$ cat config.mk
export PLATFORM = sky130hd
export DESIGN_NAME = mem_bus_arbiter_flat
export DESIGN_NICKNAME = d
export VERILOG_FILES = /design/src/rtl/mem_bus_arbiter_if.sv /design/src/rtl/mem_bus_arbiter.sv /design/src/flat_wrapper.sv
export SDC_FILE = /design/constraint.sdc
export NUM_CORES = 1
export LEC_CHECK = 0
export BUFFER_PORTS_ARGS = -buffer_cell sky130_fd_sc_hd__buf_2
export CAP_MARGIN = 20
export CORE_ASPECT_RATIO = 0.6
export CORE_MARGIN = 3
export CORE_UTILIZATION = 45
export DETAILED_ROUTE_END_ITERATION = 8
export PLACE_DENSITY = 0.75
export SLEW_MARGIN = 25
export SYNTH_ARGS = -nofsm -noshare
export SYNTH_HDL_FRONTEND = slang
export SYNTH_SLANG_ARGS = --single-unit
$ cat constraint.sdc
create_clock -name clk -period 4.45 [get_ports clk]
set_clock_uncertainty 0.1 [all_clocks]
set_input_delay 0.2225 -clock clk [delete_from_list [all_inputs] [get_ports clk]]
set_output_delay 0.2225 -clock clk [all_outputs]
set_load 0.05 [all_outputs]
$ cat src/rtl/mem_bus_arbiter_if.sv
// External memory bus shared by the fetch and data ports of mem_bus_arbiter.
// The master drives request fields; the slave (memory) returns ack and read data.
interface mem_bus_arbiter_if;
  logic        bus_req_o;
  logic        bus_we_o;
  logic [31:0] bus_addr_o;
  logic [3:0]  bus_sel_o;
  logic [31:0] bus_wdata_o;
  logic        bus_err_o;
  logic        bus_ack_i;
  logic [31:0] bus_rdata_i;

  // Handshake: the master raises bus_req_o with we/addr/sel/wdata stable and holds them
  // until the edge where bus_ack_i=1 (bus_rdata_i valid on that edge), or until it aborts
  // the cycle itself, which it flags with a one-cycle bus_err_o pulse.
  modport master (
    output bus_req_o, bus_we_o, bus_addr_o, bus_sel_o, bus_wdata_o, bus_err_o,
    input  bus_ack_i, bus_rdata_i
  );

  modport slave (
    input  bus_req_o, bus_we_o, bus_addr_o, bus_sel_o, bus_wdata_o, bus_err_o,
    output bus_ack_i, bus_rdata_i
  );
endinterface

$ cat src/rtl/mem_bus_arbiter.sv
// Arbitrates one req/ack memory bus between the MEM data port (priority) and the IF fetch port,
// buffers each port's result until the pipeline consumes it, and aborts stuck cycles on timeout.
module mem_bus_arbiter #(
  parameter int unsigned ACK_TIMEOUT = 256,
  parameter int unsigned CNT_W       = 8
) (
  input  logic              clk,
  input  logic              rst,
  input  logic              flush_i,
  input  logic              d_ce_i,
  input  logic              d_we_i,
  input  logic [31:0]       d_addr_i,
  input  logic [3:0]        d_sel_i,
  input  logic [31:0]       d_wdata_i,
  input  logic              d_hold_i,
  output logic [31:0]       d_rdata_o,
  output logic              d_stallreq_o,
  input  logic              i_ce_i,
  input  logic [31:0]       i_addr_i,
  input  logic              i_hold_i,
  output logic [31:0]       i_rdata_o,
  output logic              i_stallreq_o,
  output logic [1:0]        state_o,
  mem_bus_arbiter_if.master bus
);
  // state_o encoding: 0 idle, 1 data cycle on the bus, 2 fetch cycle on the bus
  typedef enum logic [1:0] {IDLE = 2'd0, BUSY_D = 2'd1, BUSY_I = 2'd2} state_e;

  localparam logic [CNT_W-1:0] CNT_LAST = CNT_W'(ACK_TIMEOUT - 1);

  state_e           state_q, state_d;
  logic [CNT_W-1:0] cnt_q, cnt_d;
  logic             flushed_q, flushed_d;
  logic             d_done_q, d_done_d, i_done_q, i_done_d;
  logic [31:0]      d_buf_q, d_buf_d, i_buf_q, i_buf_d;
  logic             req_q, req_d, we_q, we_d, err_q, err_d;
  logic [31:0]      addr_q, addr_d, wdata_q, wdata_d;
  logic [3:0]       sel_q, sel_d;

  logic        busy, timeout, finish, keep, d_issue, i_issue;
  logic [31:0] result;

  assign busy    = (state_q != IDLE);
  assign finish  = busy & (bus.bus_ack_i | (cnt_q == CNT_LAST));
  assign timeout = busy & ~bus.bus_ack_i & (cnt_q == CNT_LAST);
  // A flush seen at any point of the cycle, including the completing edge, discards the result.
  assign keep    = ~(flushed_q | flush_i);
  assign d_issue = (state_q == IDLE) & ~flush_i & d_ce_i & ~d_done_q;
  assign i_issue = (state_q == IDLE) & ~flush_i & ~(d_ce_i & ~d_done_q) & i_ce_i & ~i_done_q;
  assign result  = (timeout | we_q) ? 32'h0 : bus.bus_rdata_i;

  always_ff @(posedge clk) begin
    if (rst) begin
      state_q   <= IDLE;
      cnt_q     <= '0;
      flushed_q <= 1'b0;
      d_done_q  <= 1'b0;
      i_done_q  <= 1'b0;
      d_buf_q   <= '0;
      i_buf_q   <= '0;
      req_q     <= 1'b0;
      we_q      <= 1'b0;
      addr_q    <= '0;
      sel_q     <= '0;
      wdata_q   <= '0;
      err_q     <= 1'b0;
    end else begin
      state_q   <= state_d;
      cnt_q     <= cnt_d;
      flushed_q <= flushed_d;
      d_done_q  <= d_done_d;
      i_done_q  <= i_done_d;
      d_buf_q   <= d_buf_d;
      i_buf_q   <= i_buf_d;
      req_q     <= req_d;
      we_q      <= we_d;
      addr_q    <= addr_d;
      sel_q     <= sel_d;
      wdata_q   <= wdata_d;
      err_q     <= err_d;
    end
  end

  always_comb begin
    state_d = state_q;
    unique case (state_q)
      IDLE: begin
        if (d_issue)      state_d = BUSY_D;
        else if (i_issue) state_d = BUSY_I;
      end
      BUSY_D, BUSY_I: if (finish) state_d = IDLE;
      default: state_d = IDLE;
    endcase
  end

  always_comb begin
    cnt_d     = cnt_q;
    flushed_d = flushed_q;
    req_d     = req_q;
    we_d      = we_q;
    addr_d    = addr_q;
    sel_d     = sel_q;
    wdata_d   = wdata_q;
    err_d     = 1'b0;
    d_buf_d   = d_buf_q;
    i_buf_d   = i_buf_q;
    // A buffered result survives only while that port's pipeline register is frozen.
    d_done_d  = d_done_q & d_hold_i & ~flush_i;
    i_done_d  = i_done_q & i_hold_i & ~flush_i;
    if (d_issue) begin
      req_d   = 1'b1;
      we_d    = d_we_i;
      addr_d  = d_addr_i;
      sel_d   = d_sel_i;
      wdata_d = d_wdata_i;
    end else if (i_issue) begin
      req_d   = 1'b1;
      we_d    = 1'b0;
      addr_d  = i_addr_i;
      sel_d   = 4'hf;
      wdata_d = '0;
    end
    if (busy) begin
      cnt_d     = cnt_q + CNT_W'(1);
      flushed_d = flushed_q | flush_i;
      if (finish) begin
        cnt_d     = '0;
        flushed_d = 1'b0;
        req_d     = 1'b0;
        we_d      = 1'b0;
        addr_d    = '0;
        sel_d     = '0;
        wdata_d   = '0;
        err_d     = timeout;
        if (state_q == BUSY_D) begin
          d_buf_d = result;
          if (keep) d_done_d = 1'b1;
        end else begin
          i_buf_d = result;
          if (keep) i_done_d = 1'b1;
        end
      end
    end
  end

  always_comb begin
    d_stallreq_o = d_ce_i & ~d_done_q;
    i_stallreq_o = i_ce_i & ~i_done_q;
    d_rdata_o    = d_done_q ? d_buf_q : 32'h0;
    i_rdata_o    = i_done_q ? i_buf_q : 32'h0;
    state_o      = state_q;
  end

  assign bus.bus_req_o   = req_q;
  assign bus.bus_we_o    = we_q;
  assign bus.bus_addr_o  = addr_q;
  assign bus.bus_sel_o   = sel_q;
  assign bus.bus_wdata_o = wdata_q;
  assign bus.bus_err_o   = err_q;
endmodule

$ cat src/flat_wrapper.sv
// flat-port wrapper written by rule: the top's interface ports become plain ports
module mem_bus_arbiter_flat 
#(
  parameter int unsigned ACK_TIMEOUT = 256,
  parameter int unsigned CNT_W       = 8
)
  (clk, rst, flush_i, d_ce_i, d_we_i, d_addr_i, d_sel_i, d_wdata_i, d_hold_i, d_rdata_o, d_stallreq_o, i_ce_i, i_addr_i, i_hold_i, i_rdata_o, i_stallreq_o, state_o, bus_bus_req_o, bus_bus_we_o, bus_bus_addr_o, bus_bus_sel_o, bus_bus_wdata_o, bus_bus_err_o, bus_bus_ack_i, bus_bus_rdata_i);
  mem_bus_arbiter_if bus_i ();
  input  logic clk;
  input  logic rst;
  input  logic flush_i;
  input  logic d_ce_i;
  input  logic d_we_i;
  input  logic [31:0] d_addr_i;
  input  logic [3:0] d_sel_i;
  input  logic [31:0] d_wdata_i;
  input  logic d_hold_i;
  output logic [31:0] d_rdata_o;
  output logic d_stallreq_o;
  input  logic i_ce_i;
  input  logic [31:0] i_addr_i;
  input  logic i_hold_i;
  output logic [31:0] i_rdata_o;
  output logic i_stallreq_o;
  output logic [1:0] state_o;
  output wire logic [$bits(bus_i.bus_req_o)-1:0] bus_bus_req_o;
  output wire logic [$bits(bus_i.bus_we_o)-1:0] bus_bus_we_o;
  output wire logic [$bits(bus_i.bus_addr_o)-1:0] bus_bus_addr_o;
  output wire logic [$bits(bus_i.bus_sel_o)-1:0] bus_bus_sel_o;
  output wire logic [$bits(bus_i.bus_wdata_o)-1:0] bus_bus_wdata_o;
  output wire logic [$bits(bus_i.bus_err_o)-1:0] bus_bus_err_o;
  input wire logic [$bits(bus_i.bus_ack_i)-1:0] bus_bus_ack_i;
  input wire logic [$bits(bus_i.bus_rdata_i)-1:0] bus_bus_rdata_i;
  assign bus_bus_req_o = bus_i.bus_req_o;
  assign bus_bus_we_o = bus_i.bus_we_o;
  assign bus_bus_addr_o = bus_i.bus_addr_o;
  assign bus_bus_sel_o = bus_i.bus_sel_o;
  assign bus_bus_wdata_o = bus_i.bus_wdata_o;
  assign bus_bus_err_o = bus_i.bus_err_o;
  assign bus_i.bus_ack_i = bus_bus_ack_i;
  assign bus_i.bus_rdata_i = bus_bus_rdata_i;
  mem_bus_arbiter #(.ACK_TIMEOUT(ACK_TIMEOUT), .CNT_W(CNT_W)) u_core (.clk(clk), .rst(rst), .flush_i(flush_i), .d_ce_i(d_ce_i), .d_we_i(d_we_i), .d_addr_i(d_addr_i), .d_sel_i(d_sel_i), .d_wdata_i(d_wdata_i), .d_hold_i(d_hold_i), .d_rdata_o(d_rdata_o), .d_stallreq_o(d_stallreq_o), .i_ce_i(i_ce_i), .i_addr_i(i_addr_i), .i_hold_i(i_hold_i), .i_rdata_o(i_rdata_o), .i_stallreq_o(i_stallreq_o), .state_o(state_o), .bus(bus_i));
endmodule
## After elaboration in Yosys (flattened, before gate mapping)

Index checks and enable logic that the tools add are counted.

| storage, ports and cells | value |
|---|---|
| input bits | 141 |
| flip-flop bits (word level) | 148 |
| word-level logic and storage cells | 89 |
| output and inout port bits | 139 |

| cells by class | value |
|---|---|
| bitwise logic cells | 26 |
| equality and inequality tests | 5 |
| add/sub/neg operators | 1 |
| reductions and logical operators | 7 |
| multiplexer cells | 37 |

Operators by type and width:

| kind | count |
|---|---|
| $mux W32 | 11 |
| $mux W1 | 17 |
| $mux W4 | 4 |
| $and A1 B1 Y1 | 15 |
| $add A8 B1 Y8 const B | 1 |
| $eq A8 B8 Y1 const B | 1 |
| $mux W8 | 1 |
| $not A1 Y1 | 8 |
| $mux W2 | 3 |
| $reduce_and A3 Y1 | 2 |
| $pmux W2 S2 | 1 |
| $ne A3 B1 Y1 const B | 1 |
| $or A1 B1 Y1 | 3 |
| $reduce_or A3 Y1 | 1 |
| $eq A2 B1 Y1 const B | 1 |
| $eq A2 B2 Y1 const B | 1 |
| $logic_not A2 Y1 | 1 |
| $ne A2 B1 Y1 const B | 1 |
| $reduce_and A2 Y1 | 1 |
| $reduce_bool A2 Y1 | 1 |
| $reduce_or A2 Y1 | 1 |

## Logic depth before layout (Yosys ltp)

Gate-level depths: netlist of the first run.

| depth | value |
|---|---|
| word-level depth | 10 |
| depth in mapped cells | 8 |
| gate-level depth less buffers | 5 |

## Worst setup path before layout of the first run

No wires, ideal clock.

| timing path | value |
|---|---|
| kind | register -> register |
| start point | register u_core.state_q[0], in the netlist u_core.state_o[0] |
| end point | register u_core.wdata_q[19], in the netlist u_core.bus.bus_wdata_o[19] |
| path buffers | 2 |
| period minus slack after synthesis | 2216 ps |
| data arrival time | 1984 ps |
| data required time | 4218 ps |
| setup time | 132 ps |
| path slack | 2234 ps |
| cell stages (with the launch flop) | 8 |
| path through | dfxtp_1 inv_1 ha_1 buf_4 nand4b_4 o211ai_2 clkbuf_1 a21oi_1 |

| between the ends | value |
|---|---|
| cells in the longest elaborated chain, start to end | 9 |
| elaborated cells on any way between the ends | 13 |
| classes of those cells | mux (4); bitwise (7); reduce/logical (2) |

Ends and longest elaborated chain:

| what | line | source |
|---|---|---|
| from (decl) | mem_bus_arbiter.sv:31 | `state_e state_q, state_d;` |
| from (signal assigned) | mem_bus_arbiter.sv:68 | `state_q <= state_d;` |
| $logic_not A2 Y1 | mem_bus_arbiter.sv:48, mem_bus_arbiter.sv:49 |  |
| $and A1 B1 Y1 | mem_bus_arbiter.sv:48, mem_bus_arbiter.sv:49 |  |
| $and A1 B1 Y1 (3 in a row) | mem_bus_arbiter.sv:49 | `assign i_issue = (state_q == IDLE) & ~flush_i & ~(d_ce_i & ~d_done_q) & i_ce_i & ~i_done_q;` |
| $mux W32 | mem_bus_arbiter.sv:116 | `end else if (i_issue) begin` |
| $mux W32 | mem_bus_arbiter.sv:110 | `if (d_issue) begin` |
| $mux W32 | mem_bus_arbiter.sv:126 | `if (finish) begin` |
| $mux W32 * | mem_bus_arbiter.sv:123 | `if (busy) begin` |
| to (signal assigned) | mem_bus_arbiter.sv:79 | `wdata_q <= wdata_d;` |
| to (decl) | mem_bus_arbiter.sv:37 | `logic [31:0] addr_q, addr_d, wdata_q, wdata_d;` |

Mark *: on every way between the ends. The rest lies on a longest branch, timed or not.
A chain may end at the register's enable or synchronous reset.

## Final worst setup path of the first run

| timing path | value |
|---|---|
| start point | register u_core.state_q[0], in the netlist u_core.state_o[0] |
| end point | register u_core.wdata_q[1], in the netlist u_core.bus.bus_wdata_o[1] |

The elaborated chain is that of the path after synthesis.

==> results.md, run 1 <==
- Status: finished clean
- Final setup viols: 0
- Post-DP Area: 8600 sq um
- Met1 Use GR: 36.5%
- Reg clk slew, reported paths: 0.06 ns
- Required @ worst endpoint: 4.60 ns
- Setup TNS: 0 ns
- Chip Width: 169 microns
- Synth area leaders: dfxtp_1 41%, o211ai_1 10%, a31oi_1 5.5%
- I/O Buffers: 279
- Initial antenna violation count: 0
- Share of cells above drive strength 1: 28.8%
- Fin. Hold Viols: 0
- Highest-count cells in the layout ignoring fill and taps: 279 x buf_2, 148 x dfxtp_1, 97 x o211ai_1
- Mapped Area: 7220 sq um
- FMAX: 371 MHz
- CP Capture Type: flop
- Max-Cap Viols: 0
- Initial Utilization: 46.6%
- Sequential area share after synthesis: 41.1%
- Top Usage Layer GRT: met2
- Worst-case vdd ir drop: 0.248 mV
- Vias in the first global route: 7318
- Slew @ Worst Pin: 0.943 ns
- Total die area: 17600 sq um
- Root buf cell: clkbuf_16
- Core area: 15500 sq um
- Fill count: 1324
- GR Util met3: 4.71%
- Hold WS: 0.0147 ns
- Commonest non-fill, non-tap cell in the layout: buf_2
- Post-route DRC violation count: 0
- Crit path kind: flop to flop
- Final Cell Area: 9900 sq um
- Syn nets: 1023
- Yosys cell types: 40
- Tcrit/Tclk final: 60.6%
- Number of antenna-violating nets in the routed design: 0
- H-tree Lvls: 4
- Die height: 104 microns
- Syn-to-layout area delta: 37.2%
- DRT Wirelength: 23.3 mm
- Synthesized area per cell: 8.21 sq um
- Vias per inst: 5.70
- Final Critical Period: 2.70 ns
- Synth Warn #: 0
- Final WS setup: 1.75 ns
- CP arrival: 2.84 ns
- Leak: 4.09 nW
- Total clock sinks: 148
- Hpwl dp: 14.1 mm
- CTS tree: done
- I/O pin cnt: 280
- Skew-Pair Late Insertion Delay: 0.41 ns
- Fin. max-slew vios: 0
- Synth Flop Type: dfxtp_1
- Worst min-delay path class: primary input to flop
- Number of post-CTS setup repair buffers: 0
- Post-synth ARST share: 0%
- CP Max Fanout: 44
- CTS Buf Count: 17
- Largest net degree at the start of global routing: 101
- Ant diodes: 0
- Post-synth EDFFs: 0
- Grt ovf: 0
- Final Total Pwr: 4.07 mW
- Global Route Usage Sum: 25.4%
- Yosys top cell by area: dfxtp_1
- Via Count: 7810
- Dpl cells: 1271
- CP startpoint kind: flop
- Initial DRC count: 803
- Worst slew margin: 37.1%
- Yosys top cell area share: 41.1%
- First-pass iteration count of the detailed router: 5
- Power per cell area: 410 nW/um^2
- Nets@finish: 1298
- First-pass GRT wire length: 37.5 mm
- Clk buf depth: 2
- GP Congestion: 0.783
- RSZ-0062 raised after global routing: false
- Post-place setup slack: 1.76 ns
- Drt wl/cell: 17.0 microns
- # rows: 35
- Final Non-Filler Cells: 1370
- Met2 Usage GRT: 39.2%
- Yosys reg bits: 148
- Mapped Cells: 879
- Finished Core Util: 63.9%
## path summary, 6_finish.rpt
kind | from | end | slack (ns) | cells past startpoint
worst min-delay path | d_addr_i[9] | u_core.bus.bus_addr_o[9]$_SDFF_PP0_ | 0.01 | 3
worst min register to register | u_core.bus.bus_sel_o[1]$_SDFF_PP0_ | u_core.bus.bus_sel_o[1]$_SDFF_PP0_ | 0.36 | 2
worst max register to register | u_core.state_o[0]$_SDFFE_PP0P_ | u_core.bus.bus_wdata_o[1]$_SDFF_PP0_ | 1.75 | 6
worst max-delay path | u_core.state_o[0]$_SDFFE_PP0P_ | u_core.bus.bus_wdata_o[1]$_SDFF_PP0_ | 1.75 | 6
## logic make-up (layout without fill, tap and decap cells)
group	after synthesis	after routing	share of synthesized area [%]
AO/OA/AOI/OAI	281	281	25.6
buffers and inverters	112	400	6.95
adder cells (fa/ha/maj)	3	3	0.520
XOR/XNOR	4	4	0.486
AND/OR/NAND/NOR	330	330	25.2
flip-flops	148	148	41.1
multiplexers	1	1	0.139
## power by group
group	internal, mW	switching (mW)
clock	0.965	0.582
combinational	0.325	0.664
sequential	1.45	0.0782
## synthesized netlist by cell type, types with 2 or more instances
library cell  count
xor2_1            3
dfxtp_1         148
nand4bb_1         2
inv_1             6
a21oi_1          70
or3_1             4
o211ai_1         97
clkbuf_1         51
ha_1              3
buf_2            43
nand2b_1          2
nor2_1           46
nor2b_1          36
and2_1           64
a32o_1            2
a211oi_1         36
o21ai_0           7
nand3b_1         32
nor3_1           32
nand2_1          69
buf_1             3
nor4_1           34
nand4_1           2
a31oi_1          64
nor4bb_1          2
buf_4             7
## layout make-up
type                            count  area [sq um]  share of cell area, %
Clock buffer                       19           443                   4.47
Clock inverter                     13           195                   1.97
Inverter                            7          26.3                  0.265
Multi-Input combinational cell    619          3840                   38.8
Sequential cell                   148          2960                   29.9
Tap cell                          203           254                   2.56
Timing Repair Buffer              361          2180                   22.0
## per-layer routing
| layer | share of wire [%] | vias to the layer above |
|---|---|---|
| met5 | 0 | - |
| li1 | - | 3758 |
| met4 | 1.6 | 0 |
| met2 | 46 | 336 |
| met1 | 46 | 3685 |
| met3 | 6.5 | 31 |
## worst max-delay path: stages, from the launching register on
cell	delay, ns
dfxtp_1	0.37
inv_1	0.08
ha_1	0.56
nand4bb_4	0.66
buf_4	0.48
o211ai_1	0.19
a21oi_1	0.09
## flip-flops by register name (all words and copies together) (netlist names), 2 cells and up
name                    cells
u_core.d_buf_q             32
u_core.bus.bus_sel_o        4
u_core.state_o              2
u_core.bus.bus_addr_o      32
u_core.cnt_q                8
u_core.bus.bus_wdata_o     32
u_core.i_buf_q             32
## timing repair
| item | CTS | global route |
|---|---|---|
| gates resized for setup | 0 | 0 |
| hold buffers | 67 | 0 |
| hold endpoints to repair | 67 | 0 |
Note: power is estimated with default switching activity, not from simulation.
==> inputs of run 2 (changes only) <==
clock period = 2.5 ns   (was 4.45 ns; I/O delays follow)
==> results.md, run 2 (synthesis results as in run 1) <==
- R2R depth: 6 (unchanged)
- Fin. Hold Viols: 0 (unchanged)
- Ant diodes: 0 (unchanged)
- Worst min-delay path class: primary input to flop
- HP Start: i_addr_i[5]
- Initial DRC count: 750 (-6.6%)
- DRT Wirelength: 24.5 mm (+5.3%)
- Final Cell Area: 10500 sq um (+6.4%)
- CP arrival: 2.45 ns (-0.39 ns)
- CP startpoint kind: flop
- Final Total Pwr: 7.00 mW (+72%)
- Leak: 4.36 nW (+6.5%)
- Largest net degree at the start of global routing: 73 (-28%)
- Fill count: 1230 (-7.1%)
- Post-DP Area: 8750 sq um (+1.8%)
- CTS tree: done
- First-pass iteration count of the detailed router: 5 (unchanged)
- CP Cell Sequence: inv_1, ha_1, nor4bb_4, buf_12, a211oi_1, nor4_1
- Commonest non-fill, non-tap cell in the layout: buf_2
- Hold WS: 0.0123 ns (-0.00246 ns)
- Post-place setup slack: 0.301 ns (-1.46 ns)
- Number of antenna-violating nets in the routed design: 0 (unchanged)
- Via Count: 8191 (+4.9%)
- Total clock sinks: 148 (unchanged)
- Hpwl dp: 14.7 mm (+3.8%)
- CP Max Fanout: 58 (+32%)
- Chip Width: 169 microns (unchanged)
- Critical path's largest stage delay: 0.50 ns (-0.16 ns)
- Syn-to-layout area delta: 46.0%
- Vias per inst: 5.72 (+0.41%)
- Initial antenna violation count: 0 (unchanged)
- Worst-case vdd ir drop: 0.417 mV (+68%)
- Drt wl/cell: 17.1 microns (+0.82%)
- Initial Utilization: 46.6% (unchanged)
- GP Congestion: 0.828 (+5.7%)
- Instance count on the critical path: 6 (unchanged)
- Hold path depth: 3 (unchanged)
- Final Non-Filler Cells: 1431 (+4.5%)
- Share of cells above drive strength 1: 27.7% (-1.1 points)
- Grt ovf: 0 (unchanged)
- Root buf cell: clkbuf_16
- Power per cell area: 664 nW/um^2 (+62%)
- Final setup viols: 0 (unchanged)
- H-tree Lvls: 4 (unchanged)
- Vias in the first global route: 7741 (+5.8%)
- Final WS setup: 0.243 ns (-1.51 ns)
- Area taken by multi-input logic gates: 3840 sq um (unchanged)
- FMAX: 443 MHz (+19%)
- Max-Cap Viols: 0 (unchanged)
- Nets@finish: 1361 (+4.9%)
- I/O pin cnt: 280 (unchanged)
- Slowest stage cell, crit path: ha_1
- Reg clk slew, reported paths: 0.06 ns (about the same)
- Fin. max-slew vios: 0 (unchanged)
- I/O Buffers: 279 (unchanged)
- CP top delay family: simple AND/OR/NAND/NOR gates
- Required @ worst endpoint: 2.70 ns (-1.90 ns)
- Slew @ Worst Pin: 0.775 ns (-0.169 ns)
- Crit Reg-Reg Endpoint: u_core.bus.bus_addr_o[14]$_SDFF_PP0_
- Dpl cells: 1277 (+0.47%)
- # rows: 35 (unchanged)
- CTS Buf Count: 17 (unchanged)
- Total die area: 17600 sq um (unchanged)
- Post-route DRC violation count: 0 (unchanged)
- Skew-Pair Late Insertion Delay: 0.41 ns (about the same)
- Global Route Usage Sum: 27.1% (+1.7 points)
- Crit path kind: flop to flop
- CP Capture Type: flop
- Sequential cell area: 2960 sq um (unchanged)
- Setup TNS: 0 ns (unchanged)
- Clk buf depth: 2 (unchanged)
- Finished Core Util: 68.0% (+4.1 points)
- Core area: 15500 sq um (unchanged)
- Highest-count cells in the layout ignoring fill and taps: 279 x buf_2, 148 x dfxtp_1, 124 x dlygate4sd3_1
- R2R Setup Slk: 0.24 ns (-1.51 ns)
- Final Critical Period: 2.26 ns (-0.440 ns)
- First-pass GRT wire length: 39.7 mm (+5.9%)
- RSZ-0062 raised after global routing: false
- Worst slew margin: 48.4% (+11 points)
- Buf/Inv on CP: 2 (unchanged)
- Reg2reg start: u_core.state_o[1]$_SDFFE_PP0P_
- Status: finished clean
- Die height: 104 microns (unchanged)
- Tcrit/Tclk final: 90.3% (+30 points)
- Hold EP: u_core.bus.bus_addr_o[5]$_SDFF_PP0_
## run 2: cell count changes in the layout (fill, tap and decap cells not counted), moves of 2 or more
cell           change
bufinv_16          -3
buf_4              -3
clkinv_2           +3
clkinv_4           +2
buf_12             +9
dlygate4sd3_1     +57
## run 2: worst register-to-register path: stages, from the launching register on
cell and delay [ns]:
dfxtp_1 0.32, inv_1 0.11, ha_1 0.50, nor4bb_4 0.38, buf_12 0.30, a211oi_1 0.13, nor4_1 0.31
## run 2: layout make-up
cell class              instances  area share, %
multi-input cells             619           36.5
flip-flops and latches        148           28.1
repair buffers                424           27.6
clock buffers                  18           4.07
well taps                     203           2.41
clock inverters                12           1.05
inverters                       7          0.249
## run 2: repair_timing
action | in CTS | in global routing
setup buffers | 0 | 0
endpoints found under the setup margin | 0 | 0
hold endpoints to repair | 137 | 1
resized for setup | 0 | 0
hold buffers | 123 | 1
## run 2: worst max path at each step
stage,startpoint,slack [ns],end
2_1_floorplan,u_core.state_o[0]$_SDFFE_PP0P_,0.28,u_core.bus.bus_wdata_o[19]$_SDFF_PP0_
3_3_place_gp,u_core.state_o[1]$_SDFFE_PP0P_,0.42,u_core.bus.bus_wdata_o[3]$_SDFF_PP0_
3_5_place_dp,u_core.state_o[1]$_SDFFE_PP0P_,0.30,u_core.bus.bus_addr_o[4]$_SDFF_PP0_
4_1_cts,u_core.state_o[1]$_SDFFE_PP0P_,0.27,u_core.bus.bus_addr_o[4]$_SDFF_PP0_
5_1_grt,u_core.state_o[1]$_SDFFE_PP0P_,0.07,u_core.bus.bus_addr_o[14]$_SDFF_PP0_
6_report,u_core.state_o[1]$_SDFFE_PP0P_,0.24,u_core.bus.bus_addr_o[14]$_SDFF_PP0_
## run 2: layer usage
metal  global-route usage (%)  part of all wire [%]  vias to the layer above  wire, microns
li1                         -                     -                     3903              -
met1                     36.8                    45                     3816          10900
met2                     42.7                    46                      407          11200
met3                     5.51                   6.9                       65           1700
met4                     9.92                   2.9                        0            709
met5                        0                     0                        -              0
## run 2: power breakdown
| part | internal (mW) | switching (mW) |
|---|---|---|
| clock | 1.36 | 1.02 |
| sequential | 2.58 | 0.133 |
| combinational | 0.688 | 1.21 |
| total | 4.63 | 2.36 |
==> inputs of run 3 (changes only) <==
ABC_AREA = 1   (was default)
PLACE_DENSITY = 0.76   (was 0.75)
==> results.md, run 3 <==
- Largest net degree at the start of global routing: 69 (-5.5%)
- Switching part of the total: 37.6% (+3.8 points)
- Comb pwr share: 31.2% (+4.0 points)
- Core area: 13900 sq um (-10%)
- Mapped Area: 6540 sq um (-9.4%)
- Initial DRC count: 561 (-25%)
- H-tree Lvls: 4 (unchanged)
- Fill count: 1152 (-6.3%)
- Post-synth top cells: 235 x nor2_1, 148 x dfxtp_1, 144 x inv_1, 87 x o21ai_0, 83 x nand2_1
- Yosys top cell by area: dfxtp_1
- Yosys reg bits: 148 (unchanged)
- CTS Buf Count: 17 (unchanged)
- Required @ worst endpoint: 2.74 ns (+0.04 ns)
- Switching Power: 2.91 mW (+23%)
- Power per cell area: 806 nW/um^2 (+21%)
- Final Total Pwr: 7.74 mW (+11%)
- CP top delay family: buffers and inverters
- Drt wl/cell: 14.1 microns (-18%)
- Internal power: 4.83 mW (+4.2%)
- Slew @ Worst Pin: 0.576 ns (-0.198 ns)
- Via Count: 7046 (-14%)
- Mapped Cells: 921 (+4.8%)
- RSZ-0062 raised after global routing: false
- Global Route Usage Sum: 26.0% (-1.1 points)
- Setup TNS: 0 ns (unchanged)
- Flop pwr share: 37.5% (-1.3 points)
- Fin. max-slew vios: 0 (unchanged)
- Crit path kind: flop to flop
- Commonest non-fill, non-tap cell in the layout: buf_2
- Fin. Hold Viols: 0 (unchanged)
- CP Capture Type: flop
- Reg clk slew, reported paths: 0.06 ns (about the same)
- CP Max Fanout: 33 (-43%)
- DRT Wirelength: 21.1 mm (-14%)
- Chip Width: 162 microns (-4.7%)
- GP Congestion: 0.856 (+3.4%)
- Critical path's largest stage delay: 0.54 ns (+0.04 ns)
- Total die area: 16100 sq um (-9.0%)
- Post-route DRC violation count: 0 (unchanged)
- Highest-count cells in the layout ignoring fill and taps: 279 x buf_2, 235 x nor2_1, 148 x dfxtp_1
- Slowest stage cell, crit path: dlygate4sd3_1
- Number of antenna-violating nets in the routed design: 0 (unchanged)
- Grt ovf: 0 (unchanged)
- CP Cell Sequence: inv_1, ha_1, inv_2, nand3_4, inv_4, nand2_1, a21oi_1, dlygate4sd3_1
- Initial antenna violation count: 1 (+1)
- Root buf cell: clkbuf_16
- Post-synth EDFFs: 0 (unchanged)
- Worst slew margin: 61.6% (+13 points)
- Worst min-delay path class: primary input to flop
- CP startpoint kind: flop
- Worst-case vdd ir drop: 0.498 mV (+20%)
- Final Critical Period: 2.29 ns (+0.0284 ns)
- I/O pin cnt: 280 (unchanged)
- Clock share of power: 31.3% (-2.7 points)
- Skew-Pair Late Insertion Delay: 0.40 ns (about the same)
- Syn nets: 1065 (+4.1%)
- CTS tree: done
- Nets@finish: 1429 (+5.0%)
- # rows: 33 (-5.7%)
- Synthesized area per cell: 7.10 sq um (-14%)
- Final setup viols: 0 (unchanged)
- Yosys cell types: 31 (-23%)
- Vias per inst: 4.73 (-17%)
- First-pass iteration count of the detailed router: 5 (unchanged)
- Top-count cell post-synth: nor2_1
- Yosys top cell area share: 45.3% (+4.3 points)
- Initial Utilization: 47.0% (+0.41 points)
- Die height: 99.3 microns (-4.6%)
- Share of cells above drive strength 1: 27.0% (-0.65 points)
- Leak: 5.29 nW (+21%)
- Syn-to-layout area delta: 46.9%
- Status: finished clean
- I/O Buffers: 279 (unchanged)
- Synth Flop Type: dfxtp_1
- Total clock sinks: 148 (unchanged)
- Vias in the first global route: 6947 (-10%)
- Synth area leaders: dfxtp_1 45%, nor2_1 13%, inv_1 8.3%
- Buf/Inv on CP: 4 (+2)
- Sequential area share after synthesis: 45.3% (+4.3 points)
- Synth Warn #: 0 (unchanged)
- FMAX: 438 MHz (-1.2%)
- Hpwl dp: 13.2 mm (-9.6%)
- Clk buf depth: 2 (unchanged)
- CP arrival: 2.53 ns (+0.08 ns)
- First-pass GRT wire length: 33.9 mm (-15%)
- Post-synth ARST share: 0% (unchanged)
- Tcrit/Tclk final: 91.4% (+1.1 points)
- Max-Cap Viols: 0 (unchanged)
==> run 3: cell count changes after synthesis, moves of 32 or more <==
cell / before / now
nand3b_1: 32 / 0
a22oi_1: 1 / 33
o211ai_1: 97 / 0
nor2_1: 46 / 235
nor2b_1: 36 / 0
nor4_1: 34 / 0
a31oi_1: 64 / 0
clkbuf_1: 51 / 19
a211oi_1: 36 / 1
and2_1: 64 / 0
inv_1: 6 / 144
o21ai_0: 7 / 87
==> run 3: power by group through the flow <==
| stage | clock [mW] | combinational (mW) | sequential (mW) |
|---|---|---|---|
| 2_1_floorplan | 0 | 1.18 | 3.55 |
| 3_3_place_gp | 0 | 2.22 | 2.93 |
| 3_5_place_dp | 0 | 2.26 | 2.94 |
| 4_1_cts | 2.46 | 2.40 | 2.89 |
| 5_1_grt | 2.57 | 2.65 | 2.94 |
| 6_report | 2.42 | 2.42 | 2.90 |
==> run 3: timing repair <==
item / CTS / global route
hold endpoints to repair: 132 / 0
endpoints found under the setup margin: 0 / 1
setup buffers: 0 / 0
hold buffers: 113 / 0
resized for setup: 0 / 2
==> run 3: kinds of logic after synthesis <==
family	Yosys count	synth area share, %
AND/OR/NAND/NOR	350	22.1
buffers and inverters	210	14.4
AO/OA/AOI/OAI	207	17.2
flip-flops	148	45.3
XOR/XNOR	3	0.402
adder cells (fa/ha/maj)	3	0.574
==> run 3: worst min-delay path: cells and delay by family <==
family | cells | cell delay, ns
buffers and inverters | 2 | 0.14
AND/OR/NAND/NOR | 1 | 0.03
AO/OA/AOI/OAI | 2 | 0.18
==> run 3: final cells by class <==
class | count | area, sq um | share of cell area [%]
repair buffers | 405 | 2640 | 27.5
inverters | 150 | 568 | 5.92
well taps | 192 | 240 | 2.50
multi-input cells | 563 | 2630 | 27.4
flip-flops and latches | 148 | 2960 | 30.9
clock buffers | 19 | 433 | 4.51
diodes | 1 | 2.50 | 0.0261
clock inverters | 13 | 125 | 1.30
==> run 3: metrics by stage <==
stage,hold WS [ns],area (sq um),util (%),std cells,setup WS [ns]
final,0.0174,9600,69.0,1491,0.214
after global routing,0.0232,9600,69.0,1491,0.0273
after CTS,0.000205,9600,69.0,1490,0.0646
after detailed placement,0.270,7910,56.8,1345,0.324
after global placement,0.268,7910,56.8,1345,0.450
after floorplan,0.0941,6540,-,921,0.463
==> run 3: worst paths after layout <==
kind	from	endpoint	slack, ns	depth (start not counted)
worst max-delay path	u_core.state_o[0]$_SDFFE_PP0P_	u_core.d_done_q$_SDFF_PP0_	0.21	8
worst max register to register	u_core.state_o[0]$_SDFFE_PP0P_	u_core.d_done_q$_SDFF_PP0_	0.21	8
worst min register to register	u_core.cnt_q[5]$_SDFFE_PP0P_	u_core.cnt_q[5]$_SDFFE_PP0P_	0.38	2
worst min-delay path	i_addr_i[22]	u_core.bus.bus_addr_o[22]$_SDFF_PP0_	0.02	5
==> run 3: routing by layer <==
layer,vias to the layer above,global-route usage (%),part of all wire (%)
met2,296,44.5,47
li1,3576,-,-
met3,30,7.95,8.2
met4,0,8.20,1.9
met1,3144,31.5,43
met5,-,0,0
